## src/rtl/ray_rx.sv

```systemverilog
// ray_rx: 8-bit asynchronous serial receiver with a one-entry holding register.
// Frame: start (low), 8 data bits LSB first, optional even parity, one stop (high).
// Each bit is sampled once, at its midpoint, timed from the synchronized start edge.
//
// Optional feature: define RAY_RX_PARITY_EN to add the even-parity bit and parity_err.
//
// Ports:
//   clk        - clock, all state changes on the rising edge
//   rst_n      - asynchronous active-low reset
//   rxd        - asynchronous serial input, idle high
//   rx_data    - received byte, valid while rx_valid=1
//   rx_valid   - holding register contains an unread byte
//   rx_ready   - consumer accepts the byte when rx_valid & rx_ready
//   frame_err  - one-cycle pulse on a low stop bit
//   overrun    - one-cycle pulse when a good byte is dropped (holding register full)
//   parity_err - one-cycle pulse on parity mismatch (tied 0 without RAY_RX_PARITY_EN)
module ray_rx #(
  parameter int unsigned CLKS_PER_BIT = 16
) (
  input  logic       clk,
  input  logic       rst_n,
  input  logic       rxd,
  output logic [7:0] rx_data,
  output logic       rx_valid,
  input  logic       rx_ready,
  output logic       frame_err,
  output logic       overrun,
  output logic       parity_err
);

  localparam int unsigned CntW = $clog2(CLKS_PER_BIT);
  localparam logic [CntW-1:0] HalfLast = CntW'(CLKS_PER_BIT / 2 - 1);
  localparam logic [CntW-1:0] BitLast  = CntW'(CLKS_PER_BIT - 1);

`ifdef RAY_RX_PARITY_EN
  typedef enum logic [2:0] {StIdle, StStart, StData, StParity, StStop} state_e;
`else
  typedef enum logic [1:0] {StIdle, StStart, StData, StStop} state_e;
`endif

  state_e          state_q, state_d;
  logic [CntW-1:0] cnt_q, cnt_d, cnt_inc;
  logic [2:0]      bit_q, bit_d;
  logic [7:0]      shift_q;
  logic            rxd_s1, rxd_s2, rxd_prev;
  logic            fall, bit_tick, half_tick;
  logic            shift_en, stop_smp, par_bad, good, load, valid_d;
`ifdef RAY_RX_PARITY_EN
  logic            par_smp, par_bad_q;
`endif

  // Two-flop synchronizer plus one delayed copy for falling-edge detection.
  always_ff @(posedge clk or negedge rst_n) begin
    if (!rst_n) begin
      rxd_s1   <= 1'b1;
      rxd_s2   <= 1'b1;
      rxd_prev <= 1'b1;
    end else begin
      rxd_s1   <= rxd;
      rxd_s2   <= rxd_s1;
      rxd_prev <= rxd_s2;
    end
  end

  assign fall      = rxd_prev & ~rxd_s2;
  assign cnt_inc   = cnt_q + CntW'(1);
  assign bit_tick  = (cnt_q == BitLast);
  assign half_tick = (cnt_q == HalfLast);

  // State register.
  always_ff @(posedge clk or negedge rst_n) begin
    if (!rst_n) state_q <= StIdle;
    else        state_q <= state_d;
  end

  // Next-state logic.
  always_comb begin
    state_d = state_q;
    unique case (state_q)
      StIdle:   if (fall) state_d = StStart;
      StStart:  if (half_tick) state_d = rxd_s2 ? StIdle : StData;
`ifdef RAY_RX_PARITY_EN
      StData:   if (bit_tick && bit_q == 3'd7) state_d = StParity;
      StParity: if (bit_tick) state_d = StStop;
`else
      StData:   if (bit_tick && bit_q == 3'd7) state_d = StStop;
`endif
      StStop:   if (bit_tick) state_d = StIdle;
      default:  state_d = StIdle;
    endcase
  end

  // Counter and sampling strobes.
  always_comb begin
    cnt_d    = cnt_q;
    bit_d    = bit_q;
    shift_en = 1'b0;
    stop_smp = 1'b0;
`ifdef RAY_RX_PARITY_EN
    par_smp  = 1'b0;
`endif
    unique case (state_q)
      StIdle: begin
        cnt_d = '0;
        bit_d = '0;
      end
      // Start mid-sample restarts the count so data samples land mid-bit.
      StStart: cnt_d = half_tick ? '0 : cnt_inc;
      StData: begin
        cnt_d = bit_tick ? '0 : cnt_inc;
        if (bit_tick) begin
          shift_en = 1'b1;
          bit_d    = bit_q + 3'd1;
        end
      end
`ifdef RAY_RX_PARITY_EN
      StParity: begin
        cnt_d   = bit_tick ? '0 : cnt_inc;
        par_smp = bit_tick;
      end
`endif
      StStop: begin
        cnt_d    = bit_tick ? '0 : cnt_inc;
        stop_smp = bit_tick;
      end
      default: cnt_d = '0;
    endcase
  end

`ifdef RAY_RX_PARITY_EN
  // Even parity: data bits xor parity bit must be 0.
  always_ff @(posedge clk or negedge rst_n) begin
    if (!rst_n) begin
      par_bad_q  <= 1'b0;
      parity_err <= 1'b0;
    end else begin
      if (par_smp) par_bad_q <= rxd_s2 ^ (^shift_q);
      parity_err <= stop_smp & par_bad_q;
    end
  end
  assign par_bad = par_bad_q;
`else
  assign par_bad    = 1'b0;
  assign parity_err = 1'b0;
`endif

  assign good    = stop_smp & rxd_s2 & ~par_bad;
  // Accept and load in the same cycle: new byte replaces old, valid stays high.
  assign load    = good & (~rx_valid | rx_ready);
  assign valid_d = load | (rx_valid & ~rx_ready);

  always_ff @(posedge clk or negedge rst_n) begin
    if (!rst_n) begin
      cnt_q     <= '0;
      bit_q     <= '0;
      shift_q   <= '0;
      rx_data   <= '0;
      rx_valid  <= 1'b0;
      frame_err <= 1'b0;
      overrun   <= 1'b0;
    end else begin
      cnt_q     <= cnt_d;
      bit_q     <= bit_d;
      if (shift_en) shift_q <= {rxd_s2, shift_q[7:1]};
      if (load) rx_data <= shift_q;
      rx_valid  <= valid_d;
      frame_err <= stop_smp & ~rxd_s2;
      overrun   <= good & rx_valid & ~rx_ready;
    end
  end

endmodule

```

## config.mk

```make
export PLATFORM = sky130hd
export DESIGN_NAME = ray_rx
export DESIGN_NICKNAME = d
export VERILOG_FILES = /design/src/rtl/ray_rx.sv
export SDC_FILE = /design/constraint.sdc
export NUM_CORES = 1
export LEC_CHECK = 0
export CORE_MARGIN = 3
export CORE_UTILIZATION = 30
export CTS_CLUSTER_SIZE = 30
export DETAILED_ROUTE_END_ITERATION = 10
export PLACE_DENSITY = 0.5
export SLEW_MARGIN = 20
export SYNTH_ARGS = -nofsm -noshare
export SYNTH_HDL_FRONTEND = slang
export SYNTH_SLANG_ARGS = --single-unit
```

## constraint.sdc

```tcl
create_clock -name clk -period 1.8 [get_ports clk]
set_input_delay 0.36 -clock clk [delete_from_list [all_inputs] [get_ports clk]]
set_output_delay 0.36 -clock clk [all_outputs]
set_load 0.02 [all_outputs]
```

Yosys cells after proc, flatten, opt, wreduce, memory -nomap -nowiden
Index checks and enable logic that the tools add are counted.
{"block": "word_totals", "elab_cells": 56, "register_bits": 31, "inputBits": 4}
{"block": "classes", "add_sub_neg": 2, "eq_ne": 11, "reduce_logical": 6, "bitwise": 12, "muxes": 14}
{"op": "case mux 4 bit (3 select lines)", "n": 1}
{"op": "2-to-1 mux 2 bit", "n": 5}
{"op": "inequality test 2 bit, second input constant", "n": 5}
{"op": "2-to-1 mux 4 bit", "n": 2}
{"op": "case mux 2 bit (4 select lines)", "n": 1}
{"op": "AND 1 bit", "n": 7}
{"op": "case mux 3 bit (2 select lines)", "n": 1}
{"op": "adder 4 x 1 -> 4 bit, second input constant", "n": 1}
{"op": "== test 2 bit, second input constant", "n": 2}
{"op": "== test 4 x 3 -> 1 bit, second input constant", "n": 1}
{"op": "== test 4 bit, second input constant", "n": 1}
{"op": "AND reduction 4 bit", "n": 1}
{"op": "adder 3 x 1 -> 3 bit, second input constant", "n": 1}
{"op": "== test 3 bit, second input constant", "n": 1}
{"op": "2-to-1 mux 1 bit", "n": 3}
{"op": "2-to-1 mux 3 bit", "n": 1}
{"op": "NOT 1 bit", "n": 3}
{"op": "== test 2 x 1 -> 1 bit, second input constant", "n": 1}
{"op": "zero test 2 bit", "n": 1}
{"op": "bitwise OR 1 bit", "n": 2}
{"op": "AND reduction 2 bit", "n": 1}
{"op": "nonzero test 2 bit", "n": 1}
{"op": "OR reduction 2 bit", "n": 1}
{"op": "logical AND 1 bit", "n": 1}

Depth between registers and ports, before layout
Gate-level depths: netlist (run 1).
{"block": "logic_depth", "word_depth": 5, "depth_mapped": 5, "depth_no_buf": 4}

Worst setup path before layout (run 1)
Ideal clock, no wire load.
{"block": "synth_path", "path_type": "flip-flop to flip-flop", "startpoint": "register cnt_q[0]", "endpoint": "register rx_data[0]", "arrival_ps": 1525, "slack_ps": 150, "stages_incl_launch_ff": 6, "setup_ps": 125, "t_required_ps": 1675, "path_buffers": 1, "path_cell_list": "dfrtp_1 ha_1 and4_4 and4_4 buf_12 mux2_4"}
{"block": "synth_between", "elab_chain_cells": 4}
{"element": "from (decl)", "line_no": "42", "source": "logic [CntW-1:0] cnt_q, cnt_d, cnt_inc;"}
{"element": "from (signal assigned)", "line_no": "162", "source": "cnt_q <= cnt_d;"}
{"element": "== test 4 bit", "line_no": "67", "source": "assign bit_tick = (cnt_q == BitLast);"}
{"element": "2-to-1 mux 1 bit", "line_no": "102", "source": "unique case (state_q)"}
{"element": "AND 1 bit", "line_no": "147", "source": "assign good = stop_smp & rxd_s2 & ~par_bad;"}
{"element": "AND 1 bit", "line_no": "149", "source": "assign load = good & (~rx_valid | rx_ready);"}
{"element": "to (signal assigned)", "line_no": "165", "source": "if (load) rx_data <= shift_q;"}
{"element": "to (decl)", "line_no": "23", "source": "output logic [7:0] rx_data,"}
No other way between the ends.
A chain may end at the register's enable or synchronous reset.

Worst setup path in the final report (run 1)
{"block": "layout_path", "startpoint": "register cnt_q[0]", "endpoint": "register shift_q[4]"}
{"block": "layout_between", "elab_chain_cells": 3}
{"element": "== test 4 bit", "line_no": "67"}
{"element": "2-to-1 mux 1 bit", "line_no": "111", "source": "if (bit_tick) begin"}
{"element": "2-to-1 mux 1 bit", "line_no": "102"}
{"element": "to (signal assigned)", "line_no": "164", "source": "if (shift_en) shift_q <= {rxd_s2, shift_q[7:1]};"}
{"element": "to (decl)", "line_no": "44", "source": "logic [7:0] shift_q;"}
No other way between the ends.

==> results.txt, run 1 <==
Status = complete, no violations
Synthesis Warnings = 0
Post-route ant nets = 0
Worst Setup End Kind = flop
Area leader, netlist = dfrtp_1
Largest net degree at the start of global routing = 32
Wirelength, routed = 2157 um
Tcrit/Tclk final = 92.92%
Core ar. = 4115 um2
Setup Skew = 0.007680 ns
CP arrival = 1.85 ns
Peak VDD IR = 0.0003018 V
Layout area overhead = 22.59%
CTS Hold Bufs = 0
Aggregate global-route resource usage = 9.224%
Starting Density = 31.89%
Synth cell types = 29
Hold_ws = 0.3573 ns
1st-pass router iterations = 4
RePlAce Congestion = 0.7058
Hold Fails Final Rpt = 0
Switching power total = 512.8 uW
Post-route minimum period = 1.673 ns
Hold endpoint = rxd_s2
Critical path, cell by cell = ha_1, and4_4, nor2b_4, mux2_2
TritonCTS Buffers = 5
Global-route wire length before repair = 3539 um
Startpoint class of the critical path = flop
Syn_nets = 97
Post-synthesis sequential area ratio = 59.39%
Grt total ovfl = 0
Post-CTS Setup Bufs = 0
Nets@finish = 116
RR Endpoint = shift_q[4]
Root buffer cell = clkbuf_8
CP Buf/Inv Count = 0
Post-route setup TNS = 0 ns
Die Span Y = 72.15 um
Syn Area/Cell = 14.58 um2
Routed vias = 737
Hold Crit Start = rxd_s1
Leak Pwr = 0.7470 nW
Hold depth = 0
Clock transition at path regs = 0.07 ns
Clock sinks = 31
Unrepaired setup endpoints after global routing = false
Commonest non-fill, non-tap cell in the layout = dfrtp_1
Io pins = 16
Adder-Cell Fraction of Synth Area = 2.860%
PwrDens = 1185 nW/um2
Combinational power share = 17.2%
Post-synthesis mux area share = 16.87%
Int Pwr = 1.394 mW
CP max stage delay = 0.39 ns
Seq pwr share = 45.3%
Initial antenna violation count = 0
Footprint of the multi-input gates = 475.5 um2
Xor and xnor area share after synthesis = 1.335%
Max Cap Violations = 0
Syn Inst Count = 90
Sequential cell area = 779.5 um2
Synth Area in Compound Gates = 6.292%
Ratio of cells with drive above 1 in the final layout = 33.64%
Post-synthesis simple-gate area fraction = 8.580%
Commonest cells after routing, fill and taps aside = 28 x dfrtp_1, 14 x clkdlybuf4s50_1, 9 x mux2_2
Setup violations, final = 0
Critical Path Fanout Max = 11
Total chip power = 1.907 mW
Antenna diodes = 0
Post-CTS sizing = 0
Clock power share = 37.5%
Largest family of logic cells by synthesized area = multiplexers
IO Port Bufs = 14
Peak Freq = 597.9 MHz
Area of the die = 5205 um2
Worst R2R Start = cnt_q[0]
Critical path class = reg -> reg
R2R cell count = 4
#FFs+latches synth = 31
Worst skew pair latency = 0.29 ns
TritonCTS clock tree = yes
HP Class = reg -> reg
Dpl hpwl = 1408 um
Detailed Route Iter0 Violations = 53
CP delay by family, top = simple AND/OR/NAND/NOR gates
Sw Share = 26.89%
Wire per inst = 13.48 um
Fin. max-slew vios = 0
Synthesized cell area = 1313 um2
Required @ worst endpoint = 1.97 ns
Vias in the first global route = 722
CP Depth = 4
Top cell type's share of synthesized area = 53.38%
Fill cells = 388
Drt drc = 0
CP max-delay cell = dfrtp_1
R2R Setup Slk = 0.13 ns
# H-tree levels = 2
Area contributors post-synth = dfrtp_1 53%, mux2_4 9.2%, mux2_2 7.7%
Maximum buffer depth of the clock tree = 2
Core Rows = 23
Die W = 72.15 um
Vias per inst = 4.606
## flip-flops by register name, indices dropped and copies added, names as in the netlist, 3 cells and up, named ones only
signal,count
shift_q,8
rx_data,8
bit_q,3
cnt_q,4
## logic make-up (layout without fill, tap and decap cells)
family          count (synthesis)  count (layout)
flops                          31              31
mux                            17              17
simple gates                   17              17
compound gates                 12              12
buf+inv                         7              27
fa+ha+maj                       3               3
xor+xnor                        2               2
other cells                     1               1
## Yosys cell counts
master / number
dfstp_2: 3
buf_2: 3
nand3b_1: 1
mux2_4: 8
nor3_1: 1
a21o_1: 1
nor2_1: 4
ha_1: 3
nand3_1: 2
a31oi_1: 1
nand2b_1: 1
and4_4: 2
dfrtp_1: 28
and3_2: 2
a221oi_1: 1
nand2_1: 1
a311oi_1: 1
a22o_1: 3
inv_1: 1
nor2b_4: 1
conb_1: 1
or2b_1: 1
mux2_2: 9
buf_6: 1
nor2b_1: 1
a21oi_1: 5
buf_12: 1
buf_4: 1
xnor2_1: 2
## how the worst max path moves through the flow
stage	startpoint	end
after floorplan	cnt_q[0]	rx_data[0]
after global placement	rx_ready	rx_data[5]
after detailed placement	rx_ready	rx_data[3]
after CTS	cnt_q[0]	shift_q[4]
after global routing	cnt_q[0]	shift_q[4]
final	cnt_q[0]	shift_q[4]
## layer usage
layer  part of all wire, %  up-vias  GRT usage (%)
met3                   4.0        4          3.740
met4                   2.5        0          6.263
met1                    48      365          12.14
met5                     0        -              0
met2                    45       17          12.23
li1                      -      351              -
## layout make-up
type	count	share of cell area [%]
clock buffer	6	5.132
clock inverter	2	2.177
inverter	1	0.2333
multi-input combinational	52	29.55
sequential	31	48.44
tap	50	3.888
timing repair buffer	18	10.58
## power groups by stage
stage / combinational [mW] / clock [mW] / sequential (mW)
floorplan: 0.275 / 0 / 0.831
global placement: 0.325 / 0 / 0.876
detailed placement: 0.327 / 0 / 0.877
CTS: 0.331 / 0.731 / 0.865
global route: 0.370 / 0.759 / 0.881
finish: 0.328 / 0.715 / 0.863
## per-stage QoR
| step | cell area, um2 | cells | utilization, % | setup WS, ns |
|---|---|---|---|---|
| 2_1_floorplan | 1313 | 90 | - | 0.1499 |
| 3_3_place_gp | 1491 | 152 | 36.24 | 0.05762 |
| 3_5_place_dp | 1491 | 152 | 36.24 | 0.03294 |
| 4_1_cts | 1609 | 160 | 39.10 | 0.1041 |
| 5_1_grt | 1609 | 160 | 39.10 | 0.03839 |
| 6_report | 1609 | 160 | 39.10 | 0.1275 |
Power figures use the tool's default switching activity.
==> inputs of run 2 (changes only) <==
Settings changed: CAP_MARGIN set to 20.
==> results of run 2 <==
The final DEF is identical to that of run 1; final timing and power are the same.
